`src/rtl/sha256_pkg.sv`:
```
// Shared constants and types for the SHA-256 nonce scheduler.
// Padding words close a single 80-byte block header; the inflight counter covers a 66-deep pipeline.
package sha256_pkg;

  localparam logic [31:0] PAD_ONE    = 32'h80000000;
  localparam logic [31:0] PAD_LEN    = 32'h00000280;
  localparam int          INFLIGHT_W = 7;

  typedef enum logic [1:0] {
    IDLE  = 2'd0,
    RUN   = 2'd1,
    DRAIN = 2'd2
  } sched_state_e;

  // Second header chunk: tail words 0..2, nonce, then fixed padding and bit length.
  function automatic logic [511:0] build_chunk(input logic [95:0] tail,
                                               input logic [31:0] nonce);
    return {tail, nonce, PAD_ONE, 320'd0, PAD_LEN};
  endfunction

endpackage

```
`src/rtl/sync_fifo.sv`:
```
// Small synchronous FIFO with a combinational read port.
// A push into a full FIFO succeeds when a pop happens in the same cycle.
module sync_fifo #(
  parameter int WIDTH = 32,
  parameter int DEPTH = 4
) (
  input  logic             clk,
  input  logic             arst_n,
  input  logic             push_i,
  input  logic [WIDTH-1:0] din_i,
  input  logic             pop_i,
  output logic [WIDTH-1:0] dout_o,
  output logic             empty_o,
  output logic             full_o
);

  localparam int AW = (DEPTH > 1) ? $clog2(DEPTH) : 1;

  logic [DEPTH-1:0][WIDTH-1:0] mem_q;
  logic [AW-1:0]               rd_q, wr_q;
  logic [AW:0]                 cnt_q;
  logic                        wr_en, rd_en;

  assign empty_o = (cnt_q == '0);
  assign full_o  = (cnt_q == (AW+1)'(DEPTH));
  assign wr_en   = push_i && (!full_o || pop_i);
  assign rd_en   = pop_i && !empty_o;
  assign dout_o  = mem_q[rd_q];

  function automatic logic [AW-1:0] nxt(input logic [AW-1:0] p);
    return (p == AW'(DEPTH-1)) ? '0 : p + AW'(1);
  endfunction

  always_ff @(posedge clk) begin
    if (wr_en) mem_q[wr_q] <= din_i;
  end

  always_ff @(posedge clk or negedge arst_n) begin
    if (!arst_n) begin
      rd_q  <= '0;
      wr_q  <= '0;
      cnt_q <= '0;
    end else begin
      if (wr_en) wr_q <= nxt(wr_q);
      if (rd_en) rd_q <= nxt(rd_q);
      case ({wr_en, rd_en})
        2'b10:   cnt_q <= cnt_q + (AW+1)'(1);
        2'b01:   cnt_q <= cnt_q - (AW+1)'(1);
        default: cnt_q <= cnt_q;
      endcase
    end
  end

endmodule

```
`src/rtl/sha256_nonce_sched.sv`:
```
// Issues one nonce per cycle into a SHA-256 pipeline and collects hits from its results.
// Completion is tracked purely by an inflight count, so pipeline latency never matters here.
module sha256_nonce_sched
  import sha256_pkg::*;
(
  input  logic         clk,
  input  logic         arst_n,
  input  logic         job_we,
  input  logic [255:0] midstate_i,
  input  logic [95:0]  tail_i,
  input  logic [31:0]  target_i,
  input  logic [31:0]  nonce_first_i,
  input  logic [31:0]  nonce_last_i,
  input  logic         start,
  input  logic         abort,
  output logic         ppl_valid_i,
  output logic [255:0] ppl_init,
  output logic [511:0] ppl_chunk,
  input  logic         ppl_valid_o,
  input  logic [255:0] ppl_hash,
  output logic         busy,
  output logic         done,
  output logic         hit_valid,
  input  logic         hit_ready,
  output logic [31:0]  hit_nonce,
  output logic         hit_overflow
);

  sched_state_e          state_q, state_d;
  logic [255:0]          mid_q;
  logic [95:0]           tail_q;
  logic [31:0]           target_q, first_q, last_q;
  logic [31:0]           issue_q, ret_q;
  logic [INFLIGHT_W-1:0] inflight_q;
  logic                  ovf_q;

  logic issue, start_acc, res_ok, hit;
  logic fifo_pop, fifo_empty, fifo_full;
  logic unused_hash;

  always_comb begin
    state_d   = state_q;
    issue     = 1'b0;
    start_acc = 1'b0;
    done      = 1'b0;
    case (state_q)
      IDLE: if (start) begin
        state_d   = RUN;
        start_acc = 1'b1;
      end
      RUN: begin
        if (abort) state_d = DRAIN;
        else begin
          issue = 1'b1;
          if (issue_q == last_q) state_d = DRAIN;
        end
      end
      DRAIN: if (inflight_q == '0) begin
        state_d = IDLE;
        done    = 1'b1;
      end
      default: state_d = IDLE;
    endcase
  end

  // Results are in order; a result with nothing outstanding is spurious and dropped.
  assign res_ok      = ppl_valid_o && (inflight_q != '0);
  assign hit         = res_ok && (ppl_hash[31:0] <= target_q);
  assign fifo_pop    = hit_valid && hit_ready;
  assign unused_hash = ^ppl_hash[255:32];

  assign ppl_valid_i  = issue;
  assign ppl_init     = mid_q;
  assign ppl_chunk    = build_chunk(tail_q, issue_q);
  assign busy         = (state_q != IDLE);
  assign hit_valid    = !fifo_empty;
  assign hit_overflow = ovf_q;

  always_ff @(posedge clk or negedge arst_n) begin
    if (!arst_n) begin
      state_q    <= IDLE;
      mid_q      <= '0;
      tail_q     <= '0;
      target_q   <= '0;
      first_q    <= '0;
      last_q     <= '0;
      issue_q    <= '0;
      ret_q      <= '0;
      inflight_q <= '0;
      ovf_q      <= 1'b0;
    end else begin
      state_q <= state_d;
      if (job_we && state_q == IDLE) begin
        mid_q    <= midstate_i;
        tail_q   <= tail_i;
        target_q <= target_i;
        first_q  <= nonce_first_i;
        last_q   <= nonce_last_i;
      end
      if (start_acc)  issue_q <= first_q;
      else if (issue) issue_q <= issue_q + 32'd1;
      if (start_acc)   ret_q <= first_q;
      else if (res_ok) ret_q <= ret_q + 32'd1;
      case ({issue, res_ok})
        2'b10:   inflight_q <= inflight_q + INFLIGHT_W'(1);
        2'b01:   inflight_q <= inflight_q - INFLIGHT_W'(1);
        default: inflight_q <= inflight_q;
      endcase
      if (start_acc)                           ovf_q <= 1'b0;
      else if (hit && fifo_full && !fifo_pop)  ovf_q <= 1'b1;
    end
  end

  sync_fifo #(.WIDTH(32), .DEPTH(4)) u_hit_fifo (
    .clk     (clk),
    .arst_n  (arst_n),
    .push_i  (hit),
    .din_i   (ret_q),
    .pop_i   (fifo_pop),
    .dout_o  (hit_nonce),
    .empty_o (fifo_empty),
    .full_o  (fifo_full)
  );

endmodule

```
`config.mk`:
```
export PLATFORM = sky130hd
export DESIGN_NAME = sha256_nonce_sched
export DESIGN_NICKNAME = d
export VERILOG_FILES = /design/src/rtl/sha256_pkg.sv /design/src/rtl/sync_fifo.sv /design/src/rtl/sha256_nonce_sched.sv
export SDC_FILE = /design/constraint.sdc
export NUM_CORES = 1
export LEC_CHECK = 0
export BUFFER_PORTS_ARGS = -buffer_cell sky130_fd_sc_hd__buf_2
export CAP_MARGIN = 25
export CELL_PAD_IN_SITES_DETAIL_PLACEMENT = 0
export CELL_PAD_IN_SITES_GLOBAL_PLACEMENT = 1
export CORE_AREA = 2 2 595 597
export DETAILED_ROUTE_END_ITERATION = 6
export DIE_AREA = 0 0 597 599
export PLACE_DENSITY = 0.33
export RECOVER_POWER = 100
export SLEW_MARGIN = 20
export SYNTH_ARGS = -nofsm -noshare
export SYNTH_HDL_FRONTEND = slang
export SYNTH_SLANG_ARGS = --single-unit
```
`constraint.sdc`:
```
create_clock -name clk -period 3.6 [get_ports clk]
set_input_delay 0.72 -clock clk [delete_from_list [all_inputs] [get_ports clk]]
set_output_delay 0.72 -clock clk [all_outputs]
set_load 0.03 [all_outputs]
```
### Word level (Yosys, flattened, before mapping)

Cells that the tools add are included.

* register bits: 657
* input bits: 711
* output and inout port bits: 805

* add/subtract/negate cells: 8
* $lt $le $gt $ge: 4
* equal/unequal tests: 13
* multiplexer cells: 26
* reductions and logical operators: 24

Operators with widths (number)
* 32-bit 2-to-1 mux: 6
* 128-bit bitwise mux: 1
* 32-bit by 1-bit adder with 32-bit output, second input constant: 2
* 32-bit binary-select mux with 2-bit select: 1
* 32-bit demux with 2-bit select: 1
* 32-bit == test: 1
* 32-bit less-or-equal comparator: 1
* 7-bit case mux with 2 select lines: 1
* 2-bit 2-to-1 mux: 6
* 2-bit nonzero test: 6
* 2-bit == test, second input constant: 5
* 1-bit logical AND: 9
* 1-bit 2-to-1 mux: 8
* 7-bit by 1-bit adder with 7-bit output, second input constant: 1
* 7-bit logical NOT: 1
* 7-bit nonzero test: 1
* 7-bit by 1-bit subtractor with 7-bit output, second input constant: 1
* 2-bit by 1-bit == test with 1-bit output, second input constant: 3
* 2-bit by 3-bit < comparator with 1-bit output, second input constant: 2
* 2-bit case mux with 3 select lines: 1
* 3-bit case mux with 2 select lines: 1
* 2-bit by 1-bit adder with 2-bit output, second input constant: 2
* 2-bit inequality test, second input constant: 2
* 3-bit by 1-bit adder with 3-bit output, second input constant: 1
* 9 further kinds: 11

### Longest topological paths before layout

* word-level depth: 7
* gate-level depth with buffers: 16
* mapped depth without buffers: 15

### Cells and area by module

From an unflattened synthesis, not the netlist that was laid out.

* cell total of the unflattened synthesis: 2252
* area, all modules: 30113.9 µm²

Modules (own cells, without submodules)
* sha256_nonce_sched: instances 1, cells each 2043, area each 25041.5 µm², seq. area each 13062.5 µm²
* sync_fifo: instances 1, cells each 209, area each 5072.4 µm², seq. area each 4018.9 µm²

### Worst setup path after synthesis

OpenSTA, ideal clock, no wires.

* kind: input to register
* start point: input port ppl_hash[13]
* end point: register u_hit_fifo.mem_q[100] (netlist bit) (enable)
* library setup time: 0.392 ns
* arrival time: 3.092 ns
* slack: 0.116 ns
* stages: 9
* path buffers: 1
* cells stage by stage: ha_1 > nand4_1 > or4_4 > nor3_1 > a31oi_1 > o31ai_1 > and3_1 > buf_6 > and2_1

* longest elaborated chain between the ends: 3

RTL lines
* from (decl): RTL line sha256_nonce_sched.sv:20 `input logic [255:0] ppl_hash,`
* 32-bit less-or-equal comparator: RTL line sha256_nonce_sched.sv:68 `assign hit = res_ok && (ppl_hash[31:0] <= target_q);`
* 1-bit logical AND: RTL line sha256_nonce_sched.sv:68
* 1-bit logical AND: RTL line sync_fifo.sv:26 `assign wr_en = push_i && (!full_o || pop_i);`
* to (signal, indexed assignment): RTL line sync_fifo.sv:35 `if (wr_en) mem_q[wr_q] <= din_i;`
* to (decl): RTL line sync_fifo.sv:19 `logic [DEPTH-1:0][WIDTH-1:0] mem_q;`

Every way passes these cells.
A chain may end at the register's enable or synchronous reset.

### Final worst setup path

* start point: register u_hit_fifo.rd_q[0]
* end point: output port hit_nonce[19]

* longest elaborated chain between the ends: 2

RTL lines
* from (decl): RTL line sync_fifo.sv:20 `logic [AW-1:0] rd_q, wr_q;`
* from (signal assigned): RTL line sync_fifo.sv:45 `if (rd_en) rd_q <= nxt(rd_q);`
* 32-bit binary-select mux with 2-bit select: RTL line sync_fifo.sv:28 `assign dout_o = mem_q[rd_q];`
* 32-bit 2-to-1 mux (implied by the code): RTL line sync_fifo.sv:28
* to (decl): RTL line sha256_nonce_sched.sv:25 `output logic [31:0] hit_nonce,`

Every way passes these cells. The select of a mux whose other input is x is not followed.

==> reports/results.txt <==
Outcome: complete, but fails checks
Failing checks: max-capacitance violations, max-slew violations
Rel. slew slack: -0.788
Max-slew violations: 56
Flops & latches, synth: 657
Overall routing resource usage: 0.0976
Core Region: 0.351 mm^2
Final period util: 0.922
Critical path cell sequence: buf_12 -> mux4_2 -> clkbuf_2
Layout area overhead: 40.6%
Worst setup EP type: output port
PostCTS Resize Cnt: 0
Slew @ Worst Pin: 2.68 ns
Initial antenna violation count: 111
Drt total wl: 181000 um
Worst path buffer plus inverter count: 2
Slowest-stage cell, CP: dfrtp_2
Final ANT Viol Nets: 0
Ys flop type: dfrtp_1
Initial Util: 0.0844
Final setup violation count: 0
CTS Buf Count: 98
Clock transition at path regs: 0.06 ns
Setup ws final: 0.282 ns
Number of synthesized flops with an enable pin: 128
Count of cell types in the netlist: 63
Nets: 3974
Fin Hold WS: 0.125 ns
Cells after synthesis: 2206
Post-synth ARST share: 0.805
Hpwl dp: 153000 um
Total number of vias: 20500
Die W: 597 um
Initial DRC Count: 809
Crit path max fanout: 23
Worst VDD drop: 429 uV
Full die area: 0.358 mm^2
Residual DRC: 0
Yosys Warn Count: 0
CP max stage delay: 0.66 ns
Req. time, crit path: 2.88 ns
Startpoint types: flip-flop
CP Class: flip-flop to output port
Synth Area in Adders: 0.0208
Multiplexer share of the synthesized area: 0.185
CP top delay family: flip-flops
Max_cap viols: 1
Worst hold path type: primary input to flip-flop
Setup repair bufs after CTS: 0
Top post-synthesis cells by count: dfrtp_1 (529), mux2_2 (419), buf_4 (384), edfxtp_1 (128), nand2_1 (122)
Upper clock frequency limit: 301 MHz
Largest net degree at the start of global routing: 101
Hold Vio Cnt, Final: 0
Most common cell in the netlist: dfrtp_1
WL per Instance: 22.7 um
Cell area after synthesis: 0.0297 mm^2
Ports: 1516
Layout cells sized above 1: 0.361
R2r setup slk: 0.29 ns
Synth top area cells: dfrtp_1 (45%), mux2_2 (16%), edfxtp_1 (13%), buf_4 (9.7%), mux4_2 (2.4%)
Hold_buf cts: 1
Die H: 599 um
CP arrival: 2.60 ns
Main combinational cell family by area after synthesis: multiplexers
H-tree Lvls: 3
Stages on worst setup path: 3
Power Dens Cells: 1020 mW/mm^2
Max Root-Sink Buffers: 4
Share of the synthesized area in the top cell type: 0.446
RSZ-0062 raised after global routing: false
Syn Area/Cell: 13.4 um^2
Reg2Reg Depth: 12
Vias in the first global route: 21300
Register area share after synthesis: 0.576
Compound-gate portion of the synthesized area: 0.0361
Clock sinks: 657
Latest clock arrival within the worst-skew pair: 0.81 ns
First-pass GRT wire length: 228000 um
Input/output buffers: 907
Via density: 2.57
Simple-gate portion of the synthesized area: 0.0447
GRT overflow: 0
Final Critical Period: 3.32 ns
Post-Synth XOR/XNOR Area: 0.0210
Placement Setup Slack: -0.101 ns
Area leader, netlist: dfrtp_1
Hold Path Cell Cnt: 3
Pleak: 16.5 nW
Row count: 218
Clk_skew: 0.0514 ns
Pre-antenna DRT Iters: 5
Placer Congestion: 0.801
TritonCTS clock tree: built
CTS root buf: clkbuf_16
==> cells in the final DEF (no fill, tap or decap), types with 45 or more instances in the layout <==
cell type and instances:
dfrtp_1 528, buf_2 487, clkbuf_1 447, mux2_2 419, conb_1 384, edfxtp_1 128, nand2_1 122, o21ai_0 100
clkbuf_16 98, xor2_1 57, inv_1 53, ha_1 46, diode_2 45
==> final cells by class <==
class	instances	area (um^2)
diodes	45	113
clock buffers	135	2740
clock inverters	40	473
fillers	40200	310000
inverters	54	203
multi-input cells	1405	10500
flip-flops and latches	657	17100
well taps	4620	5780
repair buffers	999	4790
==> stage by stage <==
step	std cells	TNS (ns)	total power, mW	util	area, um^2
after global placement	7734	-13.27	34.5	0.111	39100
after CTS	7910	0	45.0	0.121	42400
after detailed placement	7734	-6.16	34.5	0.111	39100
after floorplan	2588	0	24.9	-	31100
final	7955	0	42.7	0.119	41700
after global routing	7926	0	45.8	0.118	41600
==> flip-flops by register name, summed over array words and instances (netlist names) <==
name              count
ppl_init            256
u_hit_fifo.mem_q    128
tail_q               96
first_q              32
issue_q              32
last_q               32
ret_q                32
target_q             32
inflight_q            7
u_hit_fifo.cnt_q      3
state_q               2
u_hit_fifo.rd_q       2
u_hit_fifo.wr_q       2
hit_overflow          1
==> cells by family after synthesis <==
logic type	Yosys count
flip-flops	657
adder cells (fa/ha/maj)	48
other	2
buffers and inverters	526
AND/OR/NAND/NOR	267
multiplexers	454
XOR/XNOR	71
AO/OA/AOI/OAI	181
==> worst paths after layout <==
check / start / end
max reg2reg: target_q[29] / u_hit_fifo.mem_q[4]
min reg2reg: inflight_q[6] / inflight_q[6]
max: u_hit_fifo.rd_q[0] / hit_nonce[19]
max in group asynchronous: arst_n / last_q[24]
min in group asynchronous: arst_n / ppl_init[173]
min: target_i[31] / target_q[31]
==> power by group <==
part | internal, mW | switching [mW] | leakage [nW]
Clock | 5.83 | 4.07 | 1.56
Sequential | 11.2 | 2.57 | 7.47
Combinational | 5.39 | 13.6 | 7.46
==> routing by layer <==
layer / vias to the layer above / share of wire / GRT usage
met1: 10100 / 0.32 / 0.0922
met2: 996 / 0.48 / 0.166
met3: 307 / 0.17 / 0.0743
met4: 26 / 0.035 / 0.0228
met5: - / 0.00089 / 0
li1: 9030 / - / -
==> worst register-to-register path, cell delays in order (launching register included) <==
cell      delay, ns
dfrtp_1        0.36
inv_1          0.10
ha_1           0.26
a211oi_1       0.22
nor2_1         0.09
a211oi_1       0.39
nand2_1        0.14
o31ai_2        0.34
clkbuf_4       0.21
and3_1         0.18
buf_4          0.16
and2_1         0.19
clkbuf_2       0.31
(Power assumes the default switching activity.)
